## config.mk

```make
export PLATFORM = sky130hd
export DESIGN_NAME = reg_file_wb
export DESIGN_NICKNAME = d
export VERILOG_FILES = /design/src/rtl/reg_file_wb.sv
export SDC_FILE = /design/constraint.sdc
export NUM_CORES = 2
export LEC_CHECK = 0
export CORE_MARGIN = 2
export CORE_UTILIZATION = 40
export DETAILED_ROUTE_END_ITERATION = 10
export GPL_ROUTABILITY_DRIVEN = 0
export MAX_ROUTING_LAYER = met4
export REMOVE_ABC_BUFFERS = 1
export SLEW_MARGIN = 20
export SYNTH_ARGS = -nofsm -noshare
export SYNTH_HDL_FRONTEND = slang
export SYNTH_SLANG_ARGS = --single-unit
```

## constraint.sdc

```tcl
create_clock -name clk -period 6.9 [get_ports clk]
set_input_delay 2.07 -clock clk [delete_from_list [all_inputs] [get_ports clk]]
set_output_delay 2.07 -clock clk [all_outputs]
set_load 0.01 [all_outputs]
```

## src/rtl/reg_file_wb.sv

```systemverilog
// ---------------------------------------------------------------------------
// reg_file_wb
//   32 x 64-bit LEGv8 register file that receives the write-back path. It
//   serves two combinational read ports to decode. A write-back in flight
//   bypasses straight to a read port. A per-register pending-write scoreboard
//   raises a decode stall for read-after-write hazards.
//
// Ports
//   clk, rst_n            clock (rising edge), async active-low reset
//   rd_addr1/2, rd_use1/2 decode read indices and "operand used" qualifiers
//   r_data1/2             combinational read data (XZR always reads 0)
//   RegWrite, w_addr,     write-back enable, destination and data
//   w_data
//   issue_valid, issue_rd decode issues a register-writing instruction
//   stall                 decode must hold, because an operand is pending
//   busy_mask             scoreboard, bit i set = register i pending
//   pend_cnt              registered population count of busy_mask
// ---------------------------------------------------------------------------
module reg_file_wb #(
  parameter int WORD    = 64,
  parameter int REG_NUM = 32,
  parameter int ADDR_W  = 5,
  parameter int XZR_IDX = 31
) (
  input  logic               clk,
  input  logic               rst_n,
  input  logic [ADDR_W-1:0]  rd_addr1,
  input  logic [ADDR_W-1:0]  rd_addr2,
  input  logic               rd_use1,
  input  logic               rd_use2,
  output logic [WORD-1:0]    r_data1,
  output logic [WORD-1:0]    r_data2,
  input  logic               RegWrite,
  input  logic [ADDR_W-1:0]  w_addr,
  input  logic [WORD-1:0]    w_data,
  input  logic               issue_valid,
  input  logic [ADDR_W-1:0]  issue_rd,
  output logic               stall,
  output logic [REG_NUM-1:0] busy_mask,
  output logic [5:0]         pend_cnt
);

  localparam logic [ADDR_W-1:0] XZR = ADDR_W'(XZR_IDX);

  logic [WORD-1:0]    regs [REG_NUM];
  logic [REG_NUM-1:0] busy;
  logic [REG_NUM-1:0] busy_nxt;
  logic [5:0]         cnt_nxt;
  logic               wr_en;

  // Writes to XZR are dropped everywhere, including bypass and scoreboard.
  assign wr_en = RegWrite && (w_addr != XZR);

  always_ff @(posedge clk or negedge rst_n) begin
    if (!rst_n) begin
      for (int i = 0; i < REG_NUM; i++) regs[i] <= '0;
    end else if (wr_en) begin
      regs[w_addr] <= w_data;
    end
  end

  // A younger issue to the same register wins over its older write-back.
  always_comb begin
    busy_nxt = busy;
    for (int i = 0; i < REG_NUM; i++) begin
      if (i != XZR_IDX) begin
        if (issue_valid && issue_rd == ADDR_W'(i))
          busy_nxt[i] = 1'b1;
        else if (wr_en && w_addr == ADDR_W'(i))
          busy_nxt[i] = 1'b0;
      end
    end
    cnt_nxt = '0;
    for (int i = 0; i < REG_NUM; i++) cnt_nxt = cnt_nxt + 6'(busy_nxt[i]);
  end

  // The count is taken from the next-state mask so that it tracks busy_mask
  // on the same edge.
  always_ff @(posedge clk or negedge rst_n) begin
    if (!rst_n) begin
      busy     <= '0;
      pend_cnt <= '0;
    end else begin
      busy     <= busy_nxt;
      pend_cnt <= cnt_nxt;
    end
  end

  assign busy_mask = busy;

  // Reads are forced to zero while reset is held, so that a bypassed
  // w_data cannot leak out.
  always_comb begin
    r_data1 = '0;
    if (rst_n && rd_addr1 != XZR) begin
      if (wr_en && w_addr == rd_addr1) r_data1 = w_data;
      else                             r_data1 = regs[rd_addr1];
    end
  end

  always_comb begin
    r_data2 = '0;
    if (rst_n && rd_addr2 != XZR) begin
      if (wr_en && w_addr == rd_addr2) r_data2 = w_data;
      else                             r_data2 = regs[rd_addr2];
    end
  end

  // An operand arriving on the write-back bus this cycle is bypassed, so it
  // does not stall.
  function automatic logic hazard(input logic [ADDR_W-1:0] a);
    return busy[a] && (a != XZR) && !(RegWrite && w_addr == a);
  endfunction

  assign stall = (rd_use1 && hazard(rd_addr1)) || (rd_use2 && hazard(rd_addr2));

endmodule
```

==> results.toml <==
[clocking]
cts_root_buf = "clkbuf_16"
cts_tree = "built"
clkSlewWorstSetupHoldPaths_ns = 0.06
ctsLongestPathBuffers = 4
cts_max_level = 4
numCtsBuffers = 231
cts_sinks = 2085
insertion_delay_ns = 0.89

[timing]
setup_viol = 1
hold_slack_ns = 0.397
fin_crit_sh_pct = 100
timing.fmax_mhz = 145
tightest_slew_ns = 1.15
slew_violations = 0
skew_ns = 0.00946
rsz0062_at_grt = "false"
finalWorstSetupSlack_ns = -0.00635
finalHoldViolations = 0
slew_headroom_pct = 23.4
fin_crit_ns = 6.91

[logic_synthesis]
ys.flop_type = "dfrtp_1"
synthArstFlopShare_pct = 100
synth_edf_count = 0
yosys.area_share.simple_pct = 7.30
syn-mean-instance-area_sq_um = 13.3
synth_top_family_by_area = "multiplexers"
synthAdderAreaFrac_pct = 0.494
synthCells = 8362
synth-compound-area-share_pct = 4.09
synth_xor_area_share_pct = 0.103
synth_warnings = 0
netlist_area_sq_um = 111000
yosys_register_bits = 2085
seq_area_frac_synth_pct = 47.0
synth_cell_types = 55
synth_mux_area_share_pct = 37.2

[global_routing]
grt_pass1_wl_um = 579000
antenna_found_initial = 11
overflow = 0
grt_start_max_net_pins = 175
grt_pass1_vias = 80800
grtUsageTotal_pct = 29.0

[status]
outcome = "finished, violations left"
violations = "design-rule violations, negative setup slack"

[routing]
drt_iter0_drc = 9496
ant_nets = 0
drt-total-wl_um = 400000
drc = 2
vias = 78800
first_pass_iters = 9
viasPerCell = 6.32
wl_per_cell_um = 32.1

[placement]
io_buffers = 255
pre_cts_slack_ns = -1.10
place_area_sq_um = 121000
dp_hpwl_um = 238000

[floorplanning]
die_y_um = 531
die_w_um = 531
core_sq_um = 276000
rows = 193
ioPinCount = 257
die_area_sq_um = 282000
initial_core_util_pct = 40.2

[min_path]
worstHoldPathType = "reg2reg"
min_from = "regs[11]$_DFFE_PN0P_"
hold_depth = 0

[setup_path]
worstSetupStartpoint = "rd_addr2[4]"
path_class = "in2out"
crit_fanout = 21
worstReg2RegStart = "busy_mask[13]$_DFF_PN0_"
required_ns = 4.83
cp-end-kind = "primary output"
rr_worst_depth = 18
start_kind = "input port"
arrival_ns = 4.84

[final_layout]
drive_gt1_share_pct = 39.2
multi_input_area_sq_um = 55300
fillers = 24000
fin_util_pct = 47.0
syn_to_final_growth_pct = 17.0
final_cell_area_sq_um = 130000
fin_nets = 8700
register_area_sq_um = 52200

[pwr]
power_density_nw_per_um2 = 300
p_leak_nw = 58.3
p_switching_mw = 11.3
internal_power_mw = 27.6
switching_share_pct = 29.0
p_clk_share_pct = 32.4
max-vdd-ir-drop_mv = 0.801
seqPwrFrac_pct = 42.2
comb_power_share_pct = 25.4

[flow_run]
cap_violations = 0
critical path, cell delays in order:
cell and delay [ns]:
clkdlybuf4s50_1 0.46, buf_4 0.16, buf_12 0.19, clkinvlp_4 0.24
or3_4 0.40, buf_12 0.19, o22ai_1 0.22, nor3_1 0.10
a22o_4 0.25, clkdlybuf4s50_1 0.49
flip-flops by register name, indices dropped and copies added, names as in the netlist:
| signal | cells |
|---|---|
| busy_mask | 31 |
| pend_cnt | 6 |
| regs | 2048 |
kinds of logic after synthesis:
| family | count (synthesis) |
|---|---|
| multiplexers | 2632 |
| flip-flops | 2085 |
| AND/OR/NAND/NOR | 2006 |
| buffers and inverters | 971 |
| AO/OA/AOI/OAI | 624 |
| adder cells (fa/ha/maj) | 30 |
| XOR/XNOR | 13 |
| other | 1 |
repair_timing:
item,in CTS,in global routing
setup endpoints to repair,130,92
cloned,5,3
hold buffers,0,0
gates resized for setup,168,59
pin swaps,7,12
buffers inserted,18,15
cell usage after synthesis (23+ instances only):
library cell / instances / area (sq um)
buf_4: 28 / 210
a21oi_1: 33 / 165
nor2_1: 49 / 184
nand2b_1: 71 / 444
a211oi_1: 28 / 210
o22ai_1: 181 / 1130
dfrtp_1: 2085 / 52200
mux2_1: 253 / 2850
nand2_1: 1664 / 6250
a22oi_1: 162 / 1220
clkbuf_1: 575 / 2160
buf_1: 36 / 135
fa_1: 23 / 460
o21ai_0: 41 / 205
mux4_2: 1044 / 23500
mux2i_1: 88 / 881
inv_1: 54 / 203
a32o_1: 29 / 290
buf_2: 267 / 1340
mux2_2: 1247 / 14000
nand3_1: 60 / 300
nor3_1: 93 / 465
a22o_1: 100 / 876
final cells by class:
type	count	area share [%]
clock inverter	55	0.531
clock buffer	355	5.32
antenna	5	0.00964
timing repair buffer	902	7.57
multi-input combinational	5306	42.6
tap	3705	3.57
inverter	54	0.159
sequential	2085	40.2
path summary, 6_finish.rpt:
path	end	slack [ns]
worst min-delay path	regs[11]$_DFFE_PN0P_	0.40
min in group asynchronous	busy_mask[20]$_DFF_PN0_	1.04
max in group asynchronous	busy_mask[27]$_DFF_PN0_	2.66
worst max register to register	pend_cnt[4]$_DFF_PN0_	1.67
worst min register to register	regs[11]$_DFFE_PN0P_	0.40
worst max-delay path	r_data2[44]	-0.006
layer usage:
layer	up-vias	part of all wire (%)	GRT usage, %
met3	943	10	7.01
met5	-	0	-
met1	42200	41	39.1
li1	31300	-	-
met4	0	4.1	10.3
met2	4438	45	42.8
through the flow:
stage,std cells,setup TNS (ns),power [mW]
2_1_floorplan,7445,-805.66,22.3
5_1_grt,12500,0,40.8
3_3_place_gp,12000,-31.38,25.9
6_report,12500,-0.00635,38.9
3_5_place_dp,12000,-35.94,26.3
4_1_cts,12400,-3.65,38.9
placed cells by master, fill, tap and decap left out, drive strengths merged, types with 12 or more instances in the layout:
master | Yosys | layout
a21oi | 33 | 33
a22oi | 162 | 162
a221o | 14 | 14
and3 | 14 | 14
inv | 54 | 58
nor2 | 52 | 52
clkbuf | 575 | 361
mux4 | 1044 | 1044
nand2b | 71 | 71
bufinv | 0 | 15
nand2 | 1664 | 1664
fa | 23 | 23
o21ai | 43 | 43
clkdlybuf4s50 | 0 | 144
clkinv | 0 | 33
a32o | 29 | 29
o22ai | 181 | 181
nor3 | 94 | 94
dlygate4sd2 | 0 | 81
mux2 | 1500 | 1500
nand3 | 60 | 60
a22o | 100 | 100
xnor2 | 12 | 12
o22a | 20 | 20
a211oi | 28 | 28
buf | 342 | 651
dfrtp | 2085 | 2085
mux2i | 88 | 88
dlymetal6s2s | 0 | 13
nor2b | 12 | 12
power by group through the flow:
stage	clock, mW	sequential, mW	combinational, mW
6_report	12.6	16.4	9.90
3_3_place_gp	0	16.3	9.60
5_1_grt	13.2	16.7	10.9
2_1_floorplan	0	15.9	6.45
4_1_cts	12.8	16.3	9.82
3_5_place_dp	0	16.5	9.74
Power figures use the tool's default switching activity.
